==> config.mk <==
export PLATFORM = sky130hd
export DESIGN_NAME = change_dispenser
export DESIGN_NICKNAME = d
export VERILOG_FILES = /design/src/rtl/vm_pkg.sv /design/src/rtl/pay_counter.sv /design/src/rtl/change_dispenser.sv
export SDC_FILE = /design/constraint.sdc
export NUM_CORES = 1
export LEC_CHECK = 0
export ABC_AREA = 1
export ABC_CLOCK_PERIOD_IN_PS = 3000
export CORE_MARGIN = 2
export CORE_UTILIZATION = 50
export DETAILED_ROUTE_END_ITERATION = 7
export GPL_ROUTABILITY_DRIVEN = 0
export PLACE_DENSITY = 0.72
export REMOVE_ABC_BUFFERS = 1
export SLEW_MARGIN = 10
export SYNTH_ARGS = -nofsm -noshare
export SYNTH_HDL_FRONTEND = slang
export SYNTH_SLANG_ARGS = --single-unit
==> constraint.sdc <==
create_clock -name clk -period 3 [get_ports clk]
set_input_delay 0.45 -clock clk [delete_from_list [all_inputs] [get_ports clk]]
set_output_delay 0.45 -clock clk [all_outputs]
set_load 0.02 [all_outputs]
==> src/rtl/vm_pkg.sv <==
// vm_pkg: shared state encoding, coin denominations and default sizing for the vending output path.
package vm_pkg;
   typedef enum logic [2:0] {IDLE, ITEM, TWO, ONE, GAP, FAULT} state_t;
   localparam int RS1 = 1;
   localparam int RS2 = 2;
   localparam int RS5 = 5;
   localparam int CNT_W_DEF = 3;
   localparam int TIMEOUT_CYC_DEF = 8;
endpackage

==> src/rtl/pay_counter.sv <==
// pay_counter: saturating up/down pending-request counter with a sticky overflow flag.
module pay_counter #(
   parameter int W = 3
) (
   input  logic         clk,
   input  logic         reset,
   input  logic         inc,
   input  logic         dec,
   output logic [W-1:0] count,
   output logic         overflow
);
   logic [W-1:0] r_count;
   logic         r_ovf;
   logic         w_max;
   assign w_max = &r_count;
   always_ff @(posedge clk) begin
      if (reset) begin
         r_count <= '0;
         r_ovf   <= 1'b0;
      end else begin
         if (inc && !dec && !w_max) r_count <= r_count + W'(1);
         else if (dec && !inc && |r_count) r_count <= r_count - W'(1);
         if (inc && !dec && w_max) r_ovf <= 1'b1;
      end
   end
   assign count    = r_count;
   assign overflow = r_ovf;
endmodule

==> src/rtl/change_dispenser.sv <==
// change_dispenser: queues item/coin requests and drives one mechanism at a time with jam timeout.
// CHANGE_DISPENSER_RETRY_EN: one retry after a first timeout before declaring a fault.
module change_dispenser
   import vm_pkg::*;
#(
   parameter int CNT_W       = CNT_W_DEF,
   parameter int TIMEOUT_CYC = TIMEOUT_CYC_DEF
) (
   input  logic clk,
   input  logic reset,
   input  logic dispense,
   input  logic one_balance,
   input  logic two_balance,
   input  logic item_sensed,
   input  logic one_sensed,
   input  logic two_sensed,
   output logic item_drive,
   output logic one_drive,
   output logic two_drive,
   output logic busy,
   output logic fault,
   output logic overflow
);
   localparam int TW = $clog2(TIMEOUT_CYC + 1);
   localparam logic [TW-1:0] T_LAST = TW'(TIMEOUT_CYC - 1);
   state_t         r_state, w_next, w_to_state, w_gap_next;
   logic [TW-1:0]  r_timer, w_timer;
   logic [CNT_W-1:0] w_item_cnt, w_two_cnt, w_one_cnt;
   logic           w_item_ov, w_two_ov, w_one_ov;
   logic           w_item_dec, w_two_dec, w_one_dec, w_sensed, w_serving, w_timeout;
   assign w_item_dec = (r_state == ITEM) && item_sensed;
   assign w_two_dec  = (r_state == TWO) && two_sensed;
   assign w_one_dec  = (r_state == ONE) && one_sensed;
   assign w_sensed   = w_item_dec || w_two_dec || w_one_dec;
   assign w_serving  = (r_state == ITEM) || (r_state == TWO) || (r_state == ONE);
   assign w_timeout  = w_serving && !w_sensed && (r_timer == T_LAST);
   pay_counter #(.W(CNT_W)) u_item (.clk(clk), .reset(reset), .inc(dispense), .dec(w_item_dec),
                                    .count(w_item_cnt), .overflow(w_item_ov));
   pay_counter #(.W(CNT_W)) u_two (.clk(clk), .reset(reset), .inc(two_balance), .dec(w_two_dec),
                                   .count(w_two_cnt), .overflow(w_two_ov));
   pay_counter #(.W(CNT_W)) u_one (.clk(clk), .reset(reset), .inc(one_balance), .dec(w_one_dec),
                                   .count(w_one_cnt), .overflow(w_one_ov));
`ifdef CHANGE_DISPENSER_RETRY_EN
   logic   r_retry;
   state_t r_last;
   always_ff @(posedge clk) begin
      if (reset) begin
         r_retry <= 1'b0;
         r_last  <= IDLE;
      end else if (w_sensed) begin
         r_retry <= 1'b0;
      end else if (w_timeout && !r_retry) begin
         r_retry <= 1'b1;
         r_last  <= r_state;
      end
   end
   // A retried unit goes straight back to its own type, bypassing priority selection.
   assign w_to_state = r_retry ? FAULT : GAP;
   assign w_gap_next = r_retry ? r_last : IDLE;
`else
   assign w_to_state = FAULT;
   assign w_gap_next = IDLE;
`endif
   always_comb begin
      w_next  = r_state;
      w_timer = '0;
      case (r_state)
         IDLE: w_next = |w_item_cnt ? ITEM : |w_two_cnt ? TWO : |w_one_cnt ? ONE : IDLE;
         ITEM, TWO, ONE: begin
            w_next  = w_sensed ? GAP : w_timeout ? w_to_state : r_state;
            w_timer = (w_sensed || w_timeout) ? '0 : r_timer + TW'(1);
         end
         GAP: w_next = w_gap_next;
         default: w_next = FAULT;
      endcase
   end
   always_ff @(posedge clk) begin
      if (reset) begin
         r_state <= IDLE;
         r_timer <= '0;
      end else begin
         r_state <= w_next;
         r_timer <= w_timer;
      end
   end
   assign item_drive = (r_state == ITEM);
   assign two_drive  = (r_state == TWO);
   assign one_drive  = (r_state == ONE);
   assign fault      = (r_state == FAULT);
   assign busy       = (r_state != IDLE) || |w_item_cnt || |w_two_cnt || |w_one_cnt;
   assign overflow   = w_item_ov || w_two_ov || w_one_ov;
endmodule

# Word-level counts from Yosys, hierarchy flattened
# Cells that the tools add are included.
[totals]
wordCells = 88
reg_bits = 19
in_bits = 8
[classes]
n_reduce_logical = 53
addsub = 7
n_mux = 12
eq_ne = 7
bitwise_logic = 1
[op_table]
columns = ["operator", "n"]
rows = [
  ["two-way mux 3 bit", 8],
  ["logical AND 1 bit", 20],
  ["OR reduction 3 bit", 5],
  ["zero test 1 bit", 10],
  ["logical OR 1 bit", 10],
  ["adder 3 x 1 -> 3 bit, second input constant", 3],
  ["one-hot mux 3 bit (3 select lines)", 1],
  ["AND reduction 3 bit", 3],
  ["subtractor 3 x 1 -> 3 bit, second input constant", 3],
  ["== test 3 x 2 -> 1 bit, second input constant", 2],
  ["== test 3 bit, second input constant", 2],
  ["two-way mux 2 bit", 3],
  ["nonzero test 2 bit", 3],
  ["adder 4 x 1 -> 4 bit, second input constant", 1],
  ["== test 4 x 3 -> 1 bit, second input constant", 1],
  ["== test 3 x 1 -> 1 bit, second input constant", 1],
  ["zero test 3 bit", 1],
  ["!= test 3 bit, second input constant", 1],
  ["nonzero test 3 bit", 1],
  ["NOT 1 bit", 1],
]

# Longest topological paths before layout
# Gate-level depths: netlist of run 1.
[logic_depth]
depth_word = 10
depth_mapped = 12
mapped_depth_nobuf = 12

# Hierarchy
# Synthesis of run 1 repeated with hierarchy kept, for this count alone.
[hier_totals]
hier_cells = 181
hier_area_um2 = 1192.4
[modules_own_cells]
columns = ["module", "seq_area_each_um2", "n_inst", "area_each_um2", "cells_each"]
rows = [
  ["pay_counter", 80.1, 3, 241.5, 36],
  ["change_dispenser", 140.1, 1, 467.9, 73],
]

# Least setup slack after synthesis of run 1
# No wires, ideal clock.
[synth_path]
kind = "flip-flop to flip-flop"
from = "register r_state[2]"
to = "register u_two.r_count[2] (netlist: u_two.count[2])"
n_path_buf = 0
slack_ns = 1.372
required_time_ns = 2.885
path_stages_with_launch = 11
t_arrival_ns = 1.513
path_cell_list = "dfxtp_1 inv_2 nand2_2 nor2_2 nand2_4 nand3_2 fa_1 inv_1 nand4_1 a21oi_1 nor2_1"
[synth_between]
elab_chain_cells = 6
[synth_rtl]
columns = ["item", "line_no", "text"]
rows = [
  ["from (decl)", "change_dispenser.sv:26", "state_t r_state, w_next, w_to_state, w_gap_next;"],
  ["from (signal assigned)", "change_dispenser.sv:82", "r_state <= w_next;"],
  ["== test 3 x 2 -> 1 bit (*)", "-", ""],
  ["via two_drive", "change_dispenser.sv:19", "output logic two_drive,"],
  ["logical AND 1 bit (*)", "change_dispenser.sv:32", "assign w_two_dec = (r_state == TWO) && two_sensed;"],
  ["zero test 1 bit", "pay_counter.sv:21", "if (inc && !dec && !w_max) r_count <= r_count + W'(1);"],
  ["logical AND 1 bit (2 in a row)", "pay_counter.sv:21", ""],
  ["two-way mux 3 bit or nonzero test 2 bit (tied branches)", "-", ""],
  ["to (signal assigned)", "pay_counter.sv:21", ""],
  ["to (signal assigned)", "pay_counter.sv:22", "else if (dec && !inc && |r_count) r_count <= r_count - W'(1);"],
  ["to (decl)", "pay_counter.sv:12", "logic [W-1:0] r_count;"],
]
# Mark *: on every way through the listed nets, which the timed path passes. The rest lies on a longest branch.
# A chain may end at the register's enable or synchronous reset.

# Worst setup path in the final report of run 1
[layout_path]
from = "register u_one.r_count[0] (netlist: u_one.count[0])"
to = "output busy"
[layout_between]
elab_chain_cells = 2
[layout_rtl]
columns = ["item", "line_no", "text"]
rows = [
  ["from (decl)", "pay_counter.sv:12", ""],
  ["from (signal assigned)", "pay_counter.sv:21", ""],
  ["from (signal assigned)", "pay_counter.sv:22", ""],
  ["OR reduction 3 bit", "change_dispenser.sv:90", "assign busy = (r_state != IDLE) || |w_item_cnt || |w_two_cnt || |w_one_cnt;"],
  ["logical OR 1 bit", "change_dispenser.sv:90", ""],
  ["to (decl)", "change_dispenser.sv:20", "output logic busy,"],
]
# No other way between the ends.

==> results.ini, run 1 <==
[run_status]
outcome=finished, final reports clean

[clock_tree]
numCtsBuffers=3
clk_pin_slew_worst_paths_ns=0.11
cts_resized=0
cts_root_buf=clkbuf_4
cts_hold_buf=0
cts.sinks=19
htree_num_levels=1
clk_latency_ns=0.30
post_cts_buffers=0
tritoncts=done
cts.path.max_buffers=2

[floorplan]
start_util=0.521
fp-row-count=17
dieArea_mm2=0.00268
die_h_um=51.8
coreArea_mm2=0.00219
io_pins=14
die_x_um=51.8

[synthesis]
synth.cell_area_mm2=0.00114
synth-seq-cells=19
ys_warn_count=0
synthDistinctLibCells=26
synth_most_common_cell=nor2_1
synth_flop_cell=dfxtp_1
yosys.area.top_type_share=0.333
synth_cells=161
ys_top_cells_by_area=dfxtp_1, nor2_1, nand3_1
async_flop_share=0
synth_common_cells=nor2_1, nand2_1, inv_1
synth.largest_area_cell=dfxtp_1
synth_edf_count=0
syn_area_per_cell_um2=7.09
ys_seq_area_frac=0.333

[sta]
worst_pin_slew_ns=0.338
skew_ns=0.00547
worst_slack_ns=0.803
grt_setup_unrepaired=no
maxSlewHeadroom=0.774
tns_ns=0
min_period_ns=2.20
maxSlewViolCount=0
max_freq_ghz=0.455
finalHoldViolations=0
final-setup-viol-count=0
fin_crit_sh=0.732

[layout]
drive_gt1_frac=0.113
nFillCells=207
diodes=0
fin_util=0.607
areaGrowthSynthToFinish_pct=16.6
final_area_mm2=0.00133
layout.nets=190

[placed_design]
dp_hpwl_um=1780
placed_cell_area_mm2=0.00130
dp_slack_ns=0.933
portBuffers=13

[setup_path]
cp-start-kind=register
worst-r2r-setup-slack_ns=1.22
r2r_end=u_item.count[2]
worst_ep_required_time_ns=2.55
crit_path_start=u_one.count[0]
cp-end-kind=primary output
worstReg2RegStart=r_state[1]
reg2regPathDepth=8
crit_end=busy
crit_type=register to primary output
cp_data_arrival_time_ns=1.75
path_max_fanout=4

[global_routing]
grt-ovfl-total=0
grt_max_degree=12
grt_pass1_wl_um=4010
antenna_found_initial=0
grt_usage=0.198
grt_pass1_vias=1023

[job]
drv_cap=0

[drt]
drtAntennaViolNets=0
drt_wl_total_um=2220
drc=0
vias=1057
dr.pass1.iters=4
routed_via_density=5.16
drtIter0Drc=16
wire_per_inst_um=10.8

[hold_path]
holdCritPathClass=register to register

[power]
p_per_area_mw_per_mm2=692
vdd_ir_drop_max_v=0.000389
p_leak_nw=0.591

where the power goes:
part | switching (mW) | internal [mW] | total [mW]
Clock | 0.0833 | 0.0498 | 0.133
Sequential | 0.0655 | 0.299 | 0.365
Combinational | 0.257 | 0.166 | 0.423
layout make-up:
class                      instances  area [µm²]  area share
timing repair buffer              13         130      0.0978
tap                               28        35.0      0.0263
clock inverter                     1        5.00     0.00376
inverter                          24        90.1      0.0677
clock buffer                       3        22.5      0.0169
sequential                        19         380       0.286
multi-input combinational        117         667       0.501
flip-flops by register name, summed over array words and instances (netlist names):
register         cells
u_two.count          3
u_item.count         3
u_one.overflow       1
r_timer              4
r_state              3
u_one.count          3
u_item.overflow      1
u_two.overflow       1
metal layers:
metal / global-route usage / wire (µm) / vias up / part of all wire
li1: - / - / 553 / -
met1: 0.232 / 995 / 480 / 0.45
met2: 0.350 / 1100 / 19 / 0.50
met3: 0.0345 / 81 / 5 / 0.036
met4: 0.0877 / 42 / 0 / 0.019
met5: 0 / 0 / - / 0
worst min path at each step:
stage	from	to	cells past startpoint
2_1_floorplan	r_timer[0]	r_timer[0]	1
3_3_place_gp	r_timer[0]	r_timer[0]	1
3_5_place_dp	r_timer[0]	r_timer[0]	1
4_1_cts	r_timer[0]	r_timer[0]	1
5_1_grt	r_timer[0]	r_timer[0]	1
6_report	r_timer[0]	r_timer[0]	1
per-stage QoR:
stage / instances / power [mW] / hold WS [ns]
2_1_floorplan: 160 / 0.680 / 0.418
6_report: 205 / 0.921 / 0.452
3_5_place_dp: 201 / 0.792 / 0.438
5_1_grt: 205 / 1.00 / 0.502
3_3_place_gp: 201 / 0.780 / 0.434
4_1_cts: 205 / 0.925 / 0.455
cells in the final DEF, fill, tap and decap left out, drive strengths merged:
cell type,Yosys,routed
nand2,28,28
nand4,4,4
nor2,31,31
clkbuf,1,3
xor2,1,1
ha,1,1
dfxtp,19,19
fa,3,3
clkinv,1,2
a21oi,12,12
nand3b,3,3
nor3,3,3
xnor2,2,2
o21ai,5,5
clkdlybuf4s50,0,13
inv,23,23
nand3,24,24
critical path, cell delays in order (launching register included):
cell,delay [ns]
dfxtp_1,0.37
nor2_1,0.16
nand2_1,0.09
nor2_1,0.19
nand3_1,0.09
clkdlybuf4s50_1,0.55
cells by family after synthesis:
logic type,count (synthesis),share of synthesized area
XOR/XNOR,3,0.0230
buffers and inverters,25,0.0822
AO/OA/AOI/OAI,17,0.0778
adder cells (fa/ha/maj),4,0.0636
flip-flops,19,0.333
AND/OR/NAND/NOR,93,0.420
No activity file was read; power rests on OpenSTA's default activity.
==> run 2: changes to the inputs <==
ABC_CLOCK_PERIOD_IN_PS = 2100   (was 3000)
clock period = 2.1 ns   (was 3 ns; I/O delays follow)
==> run 2 against run 1 <==
Register-to-register slack got worse by 0.91 ns. Worst hold slack about the same. Sequential power rose by 43%. Combinational power grew 43%. Die area did not move. Non-clock buffer count grew 1. First-iteration DRC count up 25%. Flip-flop and latch count did not move. Highest routed layer unchanged. Global-route usage is 0.16 points higher. Core utilization grew 0.51 points.
==> results.ini, run 2 (synthesis results as in run 1) <==
[clock_tree]
clk_pin_slew_worst_paths_ns=0.11
htree_num_levels=1
clk_latency_ns=0.31
cts_root_buf=clkbuf_4
cts.path.max_buffers=2
numCtsBuffers=3
tritoncts=done
cts.sinks=19

[hold_path]
holdCritPathClass=register to register
min_path_cells=1

[sta]
max_freq_ghz=0.507
maxSlewHeadroom=0.776
worst_pin_slew_ns=0.335
final-setup-viol-count=0
fin_crit_sh=0.939
min_period_ns=1.97
finalHoldViolations=0
tns_ns=0
grt_setup_unrepaired=no
maxSlewViolCount=0
skew_ns=0.00355

[floorplan]
coreArea_mm2=0.00219
dieArea_mm2=0.00268
die_x_um=51.8
io_pins=14
start_util=0.521
fp-row-count=17
die_h_um=51.8

[setup_path]
cp-start-kind=register
path_max_fanout=5
reg2regPathDepth=11
cp_data_arrival_time_ns=1.66
cp-end-kind=primary output
worst_ep_required_time_ns=1.78
crit_type=register to primary output

[global_routing]
antenna_found_initial=0
grt_usage=0.200
grt_pass1_wl_um=4040
grt_pass1_vias=1045
grt_max_degree=11
grt-ovfl-total=0

[power]
p_per_area_mw_per_mm2=986
fin_total_pwr_mw=1.32
p_leak_nw=0.612
vdd_ir_drop_max_v=0.000665

[placed_design]
portBuffers=13
dp_hpwl_um=1800

[layout]
areaGrowthSynthToFinish_pct=17.5
seqCellArea_um2=380
nFillCells=210
final_cell_mix=nor2_1, nand2_1, inv_1, dfxtp_1, nand3_1
multiInputGateArea_um2=667
largest_register=r_timer
layout.nets=191
largest_reg_flops=4
drive_gt1_frac=0.112
layout_commonest_cell=nor2_1
diodes=0

[drt]
drt_wl_total_um=2300
drtIter0Drc=20
routed_via_density=5.20
drc=0
wire_per_inst_um=11.2
vias=1072
dr.pass1.iters=4
drtAntennaViolNets=0

[run_status]
outcome=finished, final reports clean

[job]
drv_cap=0

==> run 2: changes by cell type in the layout (fill, tap and decap cells not counted) <==
cell,previous run,this run
clkdlybuf4s50_1,13,11
clkinv_2,1,0
dlymetal6s2s_1,0,2
clkbuf_1,0,1
buf_4,0,1
==> run 2: report_power, final <==
group          leakage [nW]  switching [mW]  internal (mW)
clock                0.0150           0.120         0.0742
combinational         0.441           0.368          0.238
sequential            0.156          0.0947          0.428
total                 0.612           0.583          0.739
==> run 2: final timing paths <==
check | start | end | slack, ns
worst max-delay path | r_state[2] | two_drive | 0.13
worst min-delay path | r_timer[0] | r_timer[0] | 0.45
worst min register to register | r_timer[0] | r_timer[0] | 0.45
worst max register to register | r_state[0] | u_one.count[2] | 0.31
==> run 2: critical path: stages (launching register included) <==
cell,delay [ns]
dfxtp_1,0.40
inv_2,0.12
nand2_2,0.05
nor2_2,0.15
clkdlybuf4s50_1,0.63
==> run 2: per-stage QoR <==
step	utilization	instances	hold WS [ns]	area [µm²]	worst slack, ns
after global placement	0.598	202	0.434	1310	0.215
after CTS	0.610	206	0.454	1340	0.0144
after floorplan	-	160	0.384	1140	0.472
after detailed placement	0.598	202	0.437	1310	0.139
after global routing	0.612	206	0.477	1340	0.0268
final	0.612	206	0.452	1340	0.128
==> run 2: what timing repair did <==
| item | 4_1_cts | 5_1_grt |
|---|---|---|
| gates resized for setup | 0 | 2 |
| setup endpoints to repair | 0 | 2 |
| setup buffers | 0 | 0 |
| hold endpoints to repair | 0 | 0 |
| hold buffers | 0 | 0 |
==> run 2: area by class of cell <==
type,count,share of cell area
inverters,24,0.0672
well taps,28,0.0261
flip-flops and latches,19,0.284
clock buffers,4,0.0196
multi-input cells,117,0.497
repair buffers,14,0.106
==> run 2: routing by layer <==
layer  vias up  GRT usage  part of all wire
li1        557          -                 -
met1       499      0.235              0.47
met2        11      0.357              0.49
met3         5     0.0259             0.020
met4         0     0.0921             0.017
met5         -          0                 0
==> run 3: changes to the inputs <==
PLACE_DENSITY = 0.73   (was 0.72)
==> run 3 against run 2 <==
Routed wire length fell by 0.26%. Final area did not move. Register-to-register slack got worse by 0.04 ns. Core utilization did not move. Via count fell by 0.93%.
==> results.ini, run 3 (synthesis results as in run 1) <==
[run_status]
outcome=finished, final reports clean

[placed_design]
dpl.cell_count=202
dp_hpwl_um=1830
portBuffers=13

[clock_tree]
cts.path.max_buffers=2
cts_root_buf=clkbuf_4
cts.sinks=19
numCtsBuffers=3
htree_num_levels=1
clk_pin_slew_worst_paths_ns=0.10
post_cts_buffers=0
clk_latency_ns=0.30
tritoncts=done

[floorplan]
dieArea_mm2=0.00268
coreArea_mm2=0.00219
die_x_um=51.8
fp-row-count=17
io_pins=14
die_h_um=51.8
start_util=0.521

[global_routing]
grt_pass1_wl_um=3880
grt-ovfl-total=0
grt_pass1_vias=962
grt_max_degree=11
grt_usage=0.194
antenna_found_initial=0

[drt]
drtAntennaViolNets=0
routed_via_density=5.16
vias=1062
drc=0
drt_wl_total_um=2300
wire_per_inst_um=11.1
drtIter0Drc=25
dr.pass1.iters=4

[setup_path]
path_max_fanout=7
worst_ep_required_time_ns=1.78
cp_data_arrival_time_ns=1.65
reg2regPathDepth=8
cp-start-kind=register
crit_type=register to primary output
worst-r2r-setup-slack_ns=0.27
worstReg2RegStart=r_state[1]
cp-end-kind=primary output
r2r_end=u_item.count[2]

[power]
vdd_ir_drop_max_v=0.000682
fin_total_pwr_mw=1.32
p_per_area_mw_per_mm2=984
p_leak_nw=0.612

[sta]
max_freq_ghz=0.508
grt_setup_unrepaired=no
maxSlewViolCount=0
skew_ns=0.00565
maxSlewHeadroom=0.750
finalHoldViolations=0
final-setup-viol-count=0
fin_crit_sh=0.937
tns_ns=0
worst_pin_slew_ns=0.373
min_period_ns=1.97

[layout]
drive_gt1_frac=0.112
diodes=0
largest_reg_flops=4
nFillCells=203
areaGrowthSynthToFinish_pct=17.5
fin_util=0.612
final_cell_mix=nor2_1, nand2_1, inv_1, dfxtp_1, nand3_1
largest_register=r_timer
layout_commonest_cell=nor2_1
instances_no_fill=206
layout.nets=191

[hold_path]
hp-start=r_timer[0]
whs_endpoint=r_timer[0]
min_path_cells=1
holdCritPathClass=register to register

[job]
drv_cap=0

## run 3: per-stage QoR
step	instance area [µm²]	worst slack, ns	hold slack (ns)
4_1_cts	1340	0.0136	0.460
3_3_place_gp	1310	0.210	0.433
2_1_floorplan	1140	0.472	0.384
5_1_grt	1340	0.0429	0.470
6_report	1340	0.133	0.462
3_5_place_dp	1310	0.167	0.445
## run 3: critical path: stages (launching register included)
cell	delay, ns
dfxtp_1	0.40
inv_1	0.17
nand3_1	0.13
inv_1	0.07
clkdlybuf4s50_1	0.59
## run 3: cell type report
class,instances,area [µm²],share of cell area
clock buffers,4,26.3,0.0196
inverters,24,90.1,0.0672
multi-input cells,117,667,0.497
flip-flops and latches,19,380,0.284
well taps,28,35.0,0.0261
repair buffers,14,143,0.106
## run 3: power by group
group | internal, mW | total (mW) | switching (mW)
Combinational | 0.239 | 0.612 | 0.373
Clock | 0.0741 | 0.184 | 0.109
Sequential | 0.428 | 0.523 | 0.0955
Total | 0.741 | 1.32 | 0.578
## run 3: repair_timing
action | CTS | global route
endpoints found under the hold margin | 0 | 0
gates resized for setup | 0 | 2
hold buffers | 0 | 0
setup endpoints to repair | 0 | 2
## run 3: layer usage
metal | global-route usage | share of wire | routed length, µm | up-vias
met2 | 0.359 | 0.53 | 1210 | 13
met5 | 0 | 0 | 0 | -
li1 | - | - | - | 558
met3 | 0.0603 | 0.030 | 69 | 3
met1 | 0.218 | 0.44 | 1010 | 488
met4 | 0.0395 | 0.0039 | 9 | 0
## run 3: how the worst max path moves through the flow
stage,from,endpoint,slack [ns],cells after the start
floorplan,r_state[2],u_two.count[2],0.47,10
global placement,one_sensed,u_one.count[2],0.21,8
detailed placement,item_sensed,u_item.count[2],0.17,10
CTS,r_state[1],busy,0.01,5
global route,r_state[1],item_drive,0.04,4
finish,r_state[1],item_drive,0.13,4
